**config.mk**
```make
export PLATFORM = sky130hd
export DESIGN_NAME = vga_field_compositor
export DESIGN_NICKNAME = d
export VERILOG_FILES = /design/src/rtl/vga_field_compositor.sv
export SDC_FILE = /design/constraint.sdc
export NUM_CORES = 1
export LEC_CHECK = 0
export BUFFER_PORTS_ARGS = -buffer_cell sky130_fd_sc_hd__buf_2
export CAP_MARGIN = 30
export CORE_ASPECT_RATIO = 1.1
export CORE_MARGIN = 3
export CORE_UTILIZATION = 55
export CTS_CLUSTER_DIAMETER = 150
export DETAILED_ROUTE_END_ITERATION = 10
export PLACE_DENSITY_LB_ADDON = 0.3
export SYNTH_ARGS = -nofsm -noshare
export SYNTH_HDL_FRONTEND = slang
export SYNTH_SLANG_ARGS = --single-unit
```
**constraint.sdc**
```tcl
create_clock -name vga_CLK -period 11.1 [get_ports vga_CLK]
set_clock_uncertainty 0.2 [all_clocks]
set_input_delay 2.22 -clock vga_CLK [delete_from_list [all_inputs] [get_ports vga_CLK]]
set_output_delay 2.22 -clock vga_CLK [all_outputs]
set_load 0.05 [all_outputs]
```
**src/rtl/vga_field_compositor.sv**
```systemverilog
// ----------------------------------------------------------------------------
// vga_field_compositor
//
// Scans a base image out of ROM at an integer upscale onto the 640x480 raster
// and overlays NUM_FIELDS 7x10 digit glyphs on the fly, with no framebuffer.
// Sits between the VGA timing generator and the DAC.
//
// Field values and positions are double-buffered. The shadow copies reload only
// at frame start (pos_V==0, pos_H==0), so a digit never tears mid-frame.
//
// Latency: pos_H/pos_V/ready sampled on one clock give RGB two clocks later.
// Stage 1 registers the ROM addresses; stage 2 registers the composited pixel.
//
// Ports
//   vga_CLK     in   1              pixel clock
//   vga_RSTn    in   1              asynchronous, active-low reset
//   ready       in   1              active-video flag from the timing generator
//   pos_H       in  10              raster column
//   pos_V       in  10              raster row
//   field_val   in   4*NUM_FIELDS   BCD digit per field, 4'hA..4'hF = blank
//   field_x     in   9*NUM_FIELDS   field top-left x, image space
//   field_y     in   8*NUM_FIELDS   field top-left y, image space
//   update      in   1              pulse: reload the shadows at the next frame start
//   hilite_sel  in   4              (VGA_FIELD_HILITE_EN only) field drawn inverted
//   update_ack  out  1              one-cycle pulse when the shadows reload
//   RGB         out 12              RGB444 pixel
//
// Optional feature: define VGA_FIELD_HILITE_EN to add hilite_sel. Opaque glyph
// pixels of the selected field are then output bitwise-inverted.
// ----------------------------------------------------------------------------
module vga_field_compositor #(
    parameter int          IMG_W      = 320,
    parameter int          IMG_H      = 240,
    parameter int          SCALE      = 2,
    parameter int          H_START    = 144,
    parameter int          V_START    = 35,
    parameter int          NUM_FIELDS = 6,
    parameter int          GLYPH_W    = 7,
    parameter int          GLYPH_H    = 10,
    parameter logic [11:0] KEY_COLOR  = 12'hFFF,
    parameter logic [11:0] BG_COLOR   = 12'h000
) (
    input  logic                    vga_CLK,
    input  logic                    vga_RSTn,
    input  logic                    ready,
    input  logic [9:0]              pos_H,
    input  logic [9:0]              pos_V,
    input  logic [4*NUM_FIELDS-1:0] field_val,
    input  logic [9*NUM_FIELDS-1:0] field_x,
    input  logic [8*NUM_FIELDS-1:0] field_y,
    input  logic                    update,
`ifdef VGA_FIELD_HILITE_EN
    input  logic [3:0]              hilite_sel,
`endif
    output logic                    update_ack,
    output logic [11:0]             RGB
);

    localparam int ADDR_W  = $clog2(IMG_W * IMG_H);
    localparam int GADDR_W = $clog2(10 * GLYPH_W * GLYPH_H);

    localparam logic [9:0]        H_FIRST  = 10'(H_START);
    localparam logic [9:0]        H_LAST   = 10'(H_START + SCALE * IMG_W - 1);
    localparam logic [9:0]        V_FIRST  = 10'(V_START);
    localparam logic [9:0]        V_LAST   = 10'(V_START + SCALE * IMG_H - 1);
    localparam logic [1:0]        SUB_LAST = 2'(SCALE - 1);
    localparam logic [ADDR_W-1:0] ROW_STEP = ADDR_W'(IMG_W);

    // Scan state
    logic [1:0]        sub_h, sub_v;
    logic [8:0]        img_x;
    logic [7:0]        img_y;
    logic [ADDR_W-1:0] row_base;

    // Shadow field registers and handshake
    logic [3:0] sh_val [NUM_FIELDS];
    logic [8:0] sh_x   [NUM_FIELDS];
    logic [7:0] sh_y   [NUM_FIELDS];
    logic       pending;

    logic in_img_h, in_img_v, in_img, frame_start;

    assign in_img_h    = (pos_H >= H_FIRST) && (pos_H <= H_LAST);
    assign in_img_v    = (pos_V >= V_FIRST) && (pos_V <= V_LAST);
    assign in_img      = in_img_h && in_img_v;
    assign frame_start = (pos_V == 10'd0) && (pos_H == 10'd0);

    // Image scan counters. The values held here are the image coordinates of
    // the pixel currently on pos_H/pos_V. The row base only moves at the last
    // active column of a row, so the address path is a single adder, row_base
    // plus img_x, with no multiplier.
    always_ff @(posedge vga_CLK or negedge vga_RSTn) begin
        if (!vga_RSTn) begin
            sub_h    <= '0;
            sub_v    <= '0;
            img_x    <= '0;
            img_y    <= '0;
            row_base <= '0;
        end else if (pos_V == 10'd0) begin
            sub_h    <= '0;
            sub_v    <= '0;
            img_x    <= '0;
            img_y    <= '0;
            row_base <= '0;
        end else begin
            if (pos_H == 10'd0) begin
                sub_h <= '0;
                img_x <= '0;
            end else if (ready && in_img) begin
                if (sub_h == SUB_LAST) begin
                    sub_h <= '0;
                    img_x <= img_x + 9'd1;
                end else begin
                    sub_h <= sub_h + 2'd1;
                end
            end
            if (ready && in_img_v && (pos_H == H_LAST)) begin
                if (sub_v == SUB_LAST) begin
                    sub_v    <= '0;
                    img_y    <= img_y + 8'd1;
                    row_base <= row_base + ROW_STEP;
                end else begin
                    sub_v <= sub_v + 2'd1;
                end
            end
        end
    end

    // Reload handshake. An update seen on the reload cycle itself re-arms
    // pending, so that request is served at the following frame start.
    // Several updates within one frame merge into a single reload.
    always_ff @(posedge vga_CLK or negedge vga_RSTn) begin
        if (!vga_RSTn) begin
            pending    <= 1'b0;
            update_ack <= 1'b0;
            for (int i = 0; i < NUM_FIELDS; i++) begin
                sh_val[i] <= 4'hF;
                sh_x[i]   <= '0;
                sh_y[i]   <= '0;
            end
        end else begin
            update_ack <= frame_start && pending;
            if (frame_start && pending) begin
                pending <= update;
                for (int i = 0; i < NUM_FIELDS; i++) begin
                    sh_val[i] <= field_val[4*i +: 4];
                    sh_x[i]   <= field_x[9*i +: 9];
                    sh_y[i]   <= field_y[8*i +: 8];
                end
            end else if (update) begin
                pending <= 1'b1;
            end
        end
    end

    // Field hit test. The loop scans from the highest index down, so the
    // lowest-index hit is written last and wins on overlap. The >= guards
    // stop the glyph coordinates from wrapping, which clips the glyph at
    // the image edges.
    logic               hit;
    logic [GADDR_W-1:0] glyph_addr;
    logic [8:0]         dx;
    logic [7:0]         dy;
`ifdef VGA_FIELD_HILITE_EN
    logic [3:0]         hit_idx;
`endif

    always_comb begin
        hit        = 1'b0;
        glyph_addr = '0;
        dx         = '0;
        dy         = '0;
`ifdef VGA_FIELD_HILITE_EN
        hit_idx    = '0;
`endif
        for (int i = NUM_FIELDS - 1; i >= 0; i--) begin
            dx = img_x - sh_x[i];
            dy = img_y - sh_y[i];
            if ((img_x >= sh_x[i]) && (dx < 9'(GLYPH_W)) &&
                (img_y >= sh_y[i]) && (dy < 8'(GLYPH_H)) &&
                (sh_val[i] <= 4'd9)) begin
                hit        = 1'b1;
                glyph_addr = GADDR_W'(sh_val[i]) * GADDR_W'(GLYPH_W * GLYPH_H)
                           + GADDR_W'(dy) * GADDR_W'(GLYPH_W) + GADDR_W'(dx);
`ifdef VGA_FIELD_HILITE_EN
                hit_idx    = 4'(i);
`endif
            end
        end
    end

    // Stage 1: register the ROM addresses together with the flags that
    // travel alongside the pixel.
    logic               s1_ready, s1_in_img, s1_hit;
    logic [ADDR_W-1:0]  s1_img_addr;
    logic [GADDR_W-1:0] s1_glyph_addr;
`ifdef VGA_FIELD_HILITE_EN
    logic               s1_inv;
`endif

    always_ff @(posedge vga_CLK or negedge vga_RSTn) begin
        if (!vga_RSTn) begin
            s1_ready      <= 1'b0;
            s1_in_img     <= 1'b0;
            s1_hit        <= 1'b0;
            s1_img_addr   <= '0;
            s1_glyph_addr <= '0;
`ifdef VGA_FIELD_HILITE_EN
            s1_inv        <= 1'b0;
`endif
        end else begin
            s1_ready      <= ready;
            s1_in_img     <= in_img;
            s1_hit        <= hit;
            s1_img_addr   <= row_base + ADDR_W'(img_x);
            s1_glyph_addr <= glyph_addr;
`ifdef VGA_FIELD_HILITE_EN
            s1_inv        <= hit && (hit_idx == hilite_sel);
`endif
        end
    end

    // Pattern ROMs: each word holds the low 12 bits of its own address.
    // Replace these with the real artwork and font ROMs; both are read
    // asynchronously from the stage-1 addresses.
    logic [11:0] img_pix, glyph_pix, glyph_out;

    assign img_pix   = 12'(s1_img_addr);
    assign glyph_pix = 12'(s1_glyph_addr);
`ifdef VGA_FIELD_HILITE_EN
    assign glyph_out = s1_inv ? ~glyph_pix : glyph_pix;
`else
    assign glyph_out = glyph_pix;
`endif

    // Stage 2: composite. Blanking has priority over the border colour, and
    // the border colour has priority over the image and glyph pixels.
    always_ff @(posedge vga_CLK or negedge vga_RSTn) begin
        if (!vga_RSTn) begin
            RGB <= 12'h000;
        end else if (!s1_ready) begin
            RGB <= 12'h000;
        end else if (!s1_in_img) begin
            RGB <= BG_COLOR;
        end else if (s1_hit && (glyph_pix != KEY_COLOR)) begin
            RGB <= glyph_out;
        end else begin
            RGB <= img_pix;
        end
    end

endmodule

```
After elaboration in Yosys (flattened, before gate mapping)
Cells that the tools add are included.

word-level totals
  register bits after elaboration = 203
  input bits = 150
  output and inout bits = 13

operators by class
  $add $sub $neg = 30
  multipliers = 12
  $lt $le $gt $ge = 34
  equal/unequal tests = 3
  muxes and demuxes = 34
  reduce and logical (&&, ||, !) cells = 41

operators with widths
  operator                                              count
  adder 10 bit                                          6
  adder 10 x 9 -> 10 bit                                6
  multiplier 8 x 3 -> 10 bit, second input constant     6
  two-way mux 10 bit                                    6
  >= comparator 9 bit                                   6
  < comparator 9 x 3 -> 1 bit, second input constant    6
  multiplier 4 x 6 -> 9 bit, second input constant      6
  subtractor 9 bit                                      6
  two-way mux 17 bit                                    3
  >= comparator 8 bit                                   6
  < comparator 8 x 4 -> 1 bit, second input constant    6
  subtractor 8 bit                                      6
  two-way mux 12 bit                                    3
  two-way mux 9 bit                                     4
  logical AND 1 bit                                     32
  <= comparator 4 bit, second input constant            6
  two-way mux 8 bit                                     3
  <= comparator 10 bit, second input constant           2
  logical NOT 10 bit                                    2
  adder 17 x 9 -> 17 bit, second input constant         1
  two-way mux 2 bit                                     7
  adder 12 x 9 -> 12 bit                                1
  == test 10 bit, second input constant                 1
  >= comparator 10 x 6 -> 1 bit, second input constant  1
  other kinds (9)                                       22

Logic depth before layout (Yosys ltp)
  depth after elaboration = 12
  mapped depth = 25
  gate-level depth less buffers = 25

Worst setup path after synthesis
OpenSTA, ideal clock, no wires.

  kind = flip-flop to flip-flop
  start = reg img_y[1]
  end = reg s1_glyph_addr[9]
  setup time = 0.128 ns
  arrival = 5.181 ns
  data required time = 10.772 ns
  slack = 5.591 ns
  stages on the path, launching flop included = 22
  cell sequence = dfrtp_1 ha_1 a21o_1 a21o_1 a21o_1 a21o_1 a21o_1 a21o_1 xor2_1 inv_1 fa_1 fa_1 fa_1 inv_1 ha_1 or3_1 o21ai_0 a21oi_1 xnor2_1 or3_1 o31ai_1 a21oi_1

between the ends
  word-level cells in the longest chain between the ends = 10
  elaborated cells on any way between the ends = 60
  classes of those cells = 18 x add/sub; 6 x mul; 12 x order compare; 6 x mux; 18 x reduce/logical

ends and longest elaborated chain
  element                                                             RTL line  source
  start, declared                                                     72        logic [7:0] img_y;
  start signal, assigned                                              120       img_y <= img_y + 8'd1;
  subtractor 8 bit / >= comparator 8 bit (equally long branches)      178, 180
  multiplier 8 x 3 -> 10 bit, or another cell as far along            184       + GADDR_W'(dy) * GADDR_W'(GLYPH_W) + GADDR_W'(dx);
  adder 10 bit / logical AND 1 bit (equally long branches)            184, 180
  adder 10 x 9 -> 10 bit / logical AND 1 bit (equally long branches)  184, 180
  two-way mux 10 bit (5 in a row)                                     179       if ((img_x >= sh_x[i]) && (dx < 9'(GLYPH_W)) &&
  two-way mux 10 bit (*)                                              179
  net glyph_addr[9]                                                   161       logic [GADDR_W-1:0] glyph_addr;
  end signal, assigned                                                216       s1_glyph_addr <= glyph_addr;
  end, declared                                                       196       logic [GADDR_W-1:0] s1_glyph_addr;

Mark *: on every way through the listed nets, which the timed path passes. The rest lies on a longest branch.
A chain may end at the register's enable or synchronous reset.

Worst setup path after layout
  start = reg img_y[0]
  end = reg s1_glyph_addr[9]

The elaborated chain is that of the path after synthesis.

==> key figures <==
Run status
  • Status: complete, no violations

Setup path
  • Reg-to-Reg End: s1_glyph_addr[9]$_DFF_PN0_
  • Critical path fanouts, max: 8
  • Buf/Inv on CP: 4
  • Top Family by Delay on Critical Path: adder cells
  • Crit path cell chain: inv_1 -> ha_1 -> inv_1 -> fa_1 -> a211oi_1 -> nor2_1 -> xor2_1 -> xnor2_1 -> xnor2_1 -> fa_1 -> inv_1 -> fa_1 -> inv_1 -> ha_1 -> nor2b_1 -> o21a_1 -> o41a_1 -> xnor2_1 -> nand3_1 -> a221o_1 -> a21oi_1
  • Startpoint Class: flip-flop
  • Worst path max stage delay: roughly 0.56 ns
  • Worst path slowest cell: fa_1
  • Worst reg2reg setup slack: between 4 and 5 ns
  • Worst setup EP type: flip-flop
  • Critical path data arrival time: between 6 and 7 ns
  • Crit path kind: flip-flop to flip-flop
  • Critical Path RT: approximately 11 ns
  • Worst reg2reg path depth: 21
  • RR Startpoint: img_y[0]$_DFFE_PN0P_
  • Most frequent CP cell: inv_1

Synthesis
  • Seq cells post-synth: 192
  • Post-synthesis net count: 2,764
  • Post-Syn Instances: roughly 2,200
  • Synth Cell Area: between 15,000 and 20,000 µm²
  • Post-synth ARST share: 100%
  • Seq/Total Area, Yosys: 24.3%
  • Ys Warns: 0
  • Post-synth EDFFs: 0
  • Top FF cell, synth: dfrtp_1
  • Yosys cell types: 86
  • Syn Area/Cell: a little over 9 µm²

Clock tree
  • Clock sink count: about 190
  • CTS tree: done
  • H-tree depth: 4
  • Post-CTS Setup Repair Bufs: 0
  • Root buf cell: clkbuf_16
  • Clock buffer count from CTS: 17
  • Latest clock arrival within the worst-skew pair: between 0.4 and 0.5 ns
  • Maximum clock path buffer count: 2
  • Cts hold-fix bufs: 0
  • Clk slew on worst S/H paths: approximately 0.08 ns
  • Resized Gates After CTS: 0

Drt
  • DRC violations left: 0
  • Vias post-DR: ~16,000
  • Drt first pass iters: 6
  • Post-DRT Antenna Nets: 0
  • DRT iter0 DRCs: around 1,000
  • WL per Instance: around 18 µm
  • Via density: ~5.5
  • Wirelength, routed: between 40 and 50 mm

STA
  • Final hold vios: 0
  • Final worst path period share: about 56%
  • Slew Limit Headroom: between 30% and 40%
  • Setup TNS: 0 ns
  • Final slew viol count: 0
  • Worst-Margin Slew: around 0.96 ns
  • Final setup fails: 0
  • F_max: between 0.15 and 0.2 GHz
  • Unrepaired setup endpoints after global routing: false
  • Final min period: 6.24 ns

Cells and area
  • Most frequent cells in the layout: inv_1, ha_1, nand2_1
  • Nets: between 2,000 and 3,000
  • Layout cells sized above 1: 11.3%
  • Layout Utilization: around 61%
  • Area Growth Syn to Fin: 9.50%
  • Leading cell type in the layout, fill and taps excluded: inv_1

Floorplanning
  • Die area: 38,400 µm²
  • Row count: between 70 and 80
  • Die width: roughly 190 µm
  • Core area: between 30,000 and 40,000 µm²
  • I/O pins: between 150 and 200
  • Die Y: ~210 µm
  • Starting density of the core: 56.1%

Min path
  • Worst hold-check path type: flip-flop to flip-flop
  • Hold Path Depth: 2
  • Worst hold start: sh_x[18]$_DFFE_PN0P_
  • Worst Hold End: sh_x[18]$_DFFE_PN0P_

Pwr
  • NetSw: ~0.0012 W
  • Pwr/cell area: 136 nW/µm²
  • Leak: 11.6 nW
  • Comb pwr share: between 50 and 60%
  • Sequential share of power: between 20 and 30%
  • Switch share: around two fifths
  • Internal: between 0.0015 and 0.002 W
  • Clock power share: approximately a fifth
  • Worst VDD drop: ~160 µV

Place
  • GPL Wtd Cong: roughly 0.95
  • Hpwl dp: 39.8 mm
  • IO Port Bufs: approximately 160

Global route
  • Initial antenna violation count: 0
  • Tot GR Track Use: about a quarter
  • GRT Max-Usage Layer: met2
  • GR Overflow Total: 0
  • Global-route wire length before repair: 80.4 mm
  • Pin count of the biggest net entering global routing: ~130
  • Met3 Resource Use GR: 4.79%
  • Vias in the first global route: between 15,000 and 20,000
  • M2 GR Usage: around 44%
  • Met1 Resource Use GR: between 30% and 40%

Flow run
  • Maxcap violations: 0
## power groups by stage
stage	combinational (W)	sequential [W]	clock, W
final	0.00160	0.000747	0.000614
after global routing	0.00182	0.000748	0.000653
after detailed placement	0.00159	0.000759	0
after floorplan	0.00118	0.000759	0
after CTS	0.00160	0.000746	0.000627
after global placement	0.00154	0.000759	0
## stage by stage
step                power, W  area [µm²]  instances  setup slack (ns)  hold slack [ns]
global route         0.00322       21800       2827              4.54            0.308
CTS                  0.00297       21800       2827              4.89            0.285
finish               0.00296       21800       2828              4.86            0.285
global placement     0.00230       21200       2796              5.10            0.262
floorplan            0.00193       19900       2187              5.59            0.229
detailed placement   0.00234       21200       2796              4.92            0.268
## worst max path at each step
stage / start / end / slack [ns] / cells past startpoint
5_1_grt: img_y[0]$_DFFE_PN0P_ / s1_glyph_addr[9]$_DFF_PN0_ / 4.54 / 21
6_report: img_y[0]$_DFFE_PN0P_ / s1_glyph_addr[9]$_DFF_PN0_ / 4.86 / 21
4_1_cts: img_y[0]$_DFFE_PN0P_ / s1_glyph_addr[9]$_DFF_PN0_ / 4.89 / 21
3_5_place_dp: img_y[0]$_DFFE_PN0P_ / s1_glyph_addr[9]$_DFF_PN0_ / 4.92 / 21
2_1_floorplan: img_y[1]$_DFFE_PN0P_ / s1_glyph_addr[9]$_DFF_PN0_ / 5.59 / 21
3_3_place_gp: img_y[1]$_DFFE_PN0P_ / s1_glyph_addr[9]$_DFF_PN0_ / 5.10 / 22
## routing by layer
layer  share of wire (%)  wire, µm
met1                  44     21600
met2                  47     23400
met3                 5.9      2910
met4                 3.5      1750
met5                   0         0
## cell type report
type                    instances  area, µm²
diodes                          1       2.50
clock inverters                14        148
flip-flops and latches        192       4830
repair buffers                175        917
well taps                     481        602
inverters                     363       1370
multi-input cells            1585      13500
fillers                      3045      13600
clock buffers                  17        425
## worst min-delay path: cells and delay by family (launching register included)
kind             cells  cell delay (ns)
AND/OR/NAND/NOR      2             0.10
flip-flops           1             0.35
## synth_stat cells (12+ instances only)
library cell	n	area, µm²
xor2_1	72	631
o21ai_0	175	876
xnor2_1	102	893
nand2b_1	18	113
ha_1	286	3580
fa_1	141	2820
clkbuf_1	36	135
a21o_1	60	450
inv_1	362	1360
nor3_1	25	125
nor2b_1	40	250
dfrtp_1	168	4200
a21oi_1	83	415
o21bai_1	12	90.1
nand2_1	218	818
mux2i_1	14	140
dfstp_2	24	631
nand4_1	13	81.3
nor2_1	95	357
nand3_1	25	125
## logic make-up (layout without fill, tap and decap cells)
kind of cell               Yosys count  in the layout  share of synthesized area, %
and+or+nand+nor                    503            503                          12.0
xor gates and xnor gates           175            175                          7.75
muxes                               21             21                          1.10
DFF                                192            192                          24.3
adders and majority gates          427            427                          32.2
other                                0              1                             0
AOI/OAI and AO/OA                  459            459                          14.6
buffers and inverters              410            569                          7.95
## flip-flops by register name, summed over array words and instances (netlist names)
register / cells
s1_hit: 1
s1_ready: 1
sh_val: 24
pending: 1
RGB: 12
img_y: 8
update_ack: 1
sh_y: 48
row_base: 6
s1_img_addr: 12
s1_glyph_addr: 10
sub_v: 2
img_x: 9
s1_in_img: 1
sh_x: 54
sub_h: 2
Power figures use the tool's default switching activity.
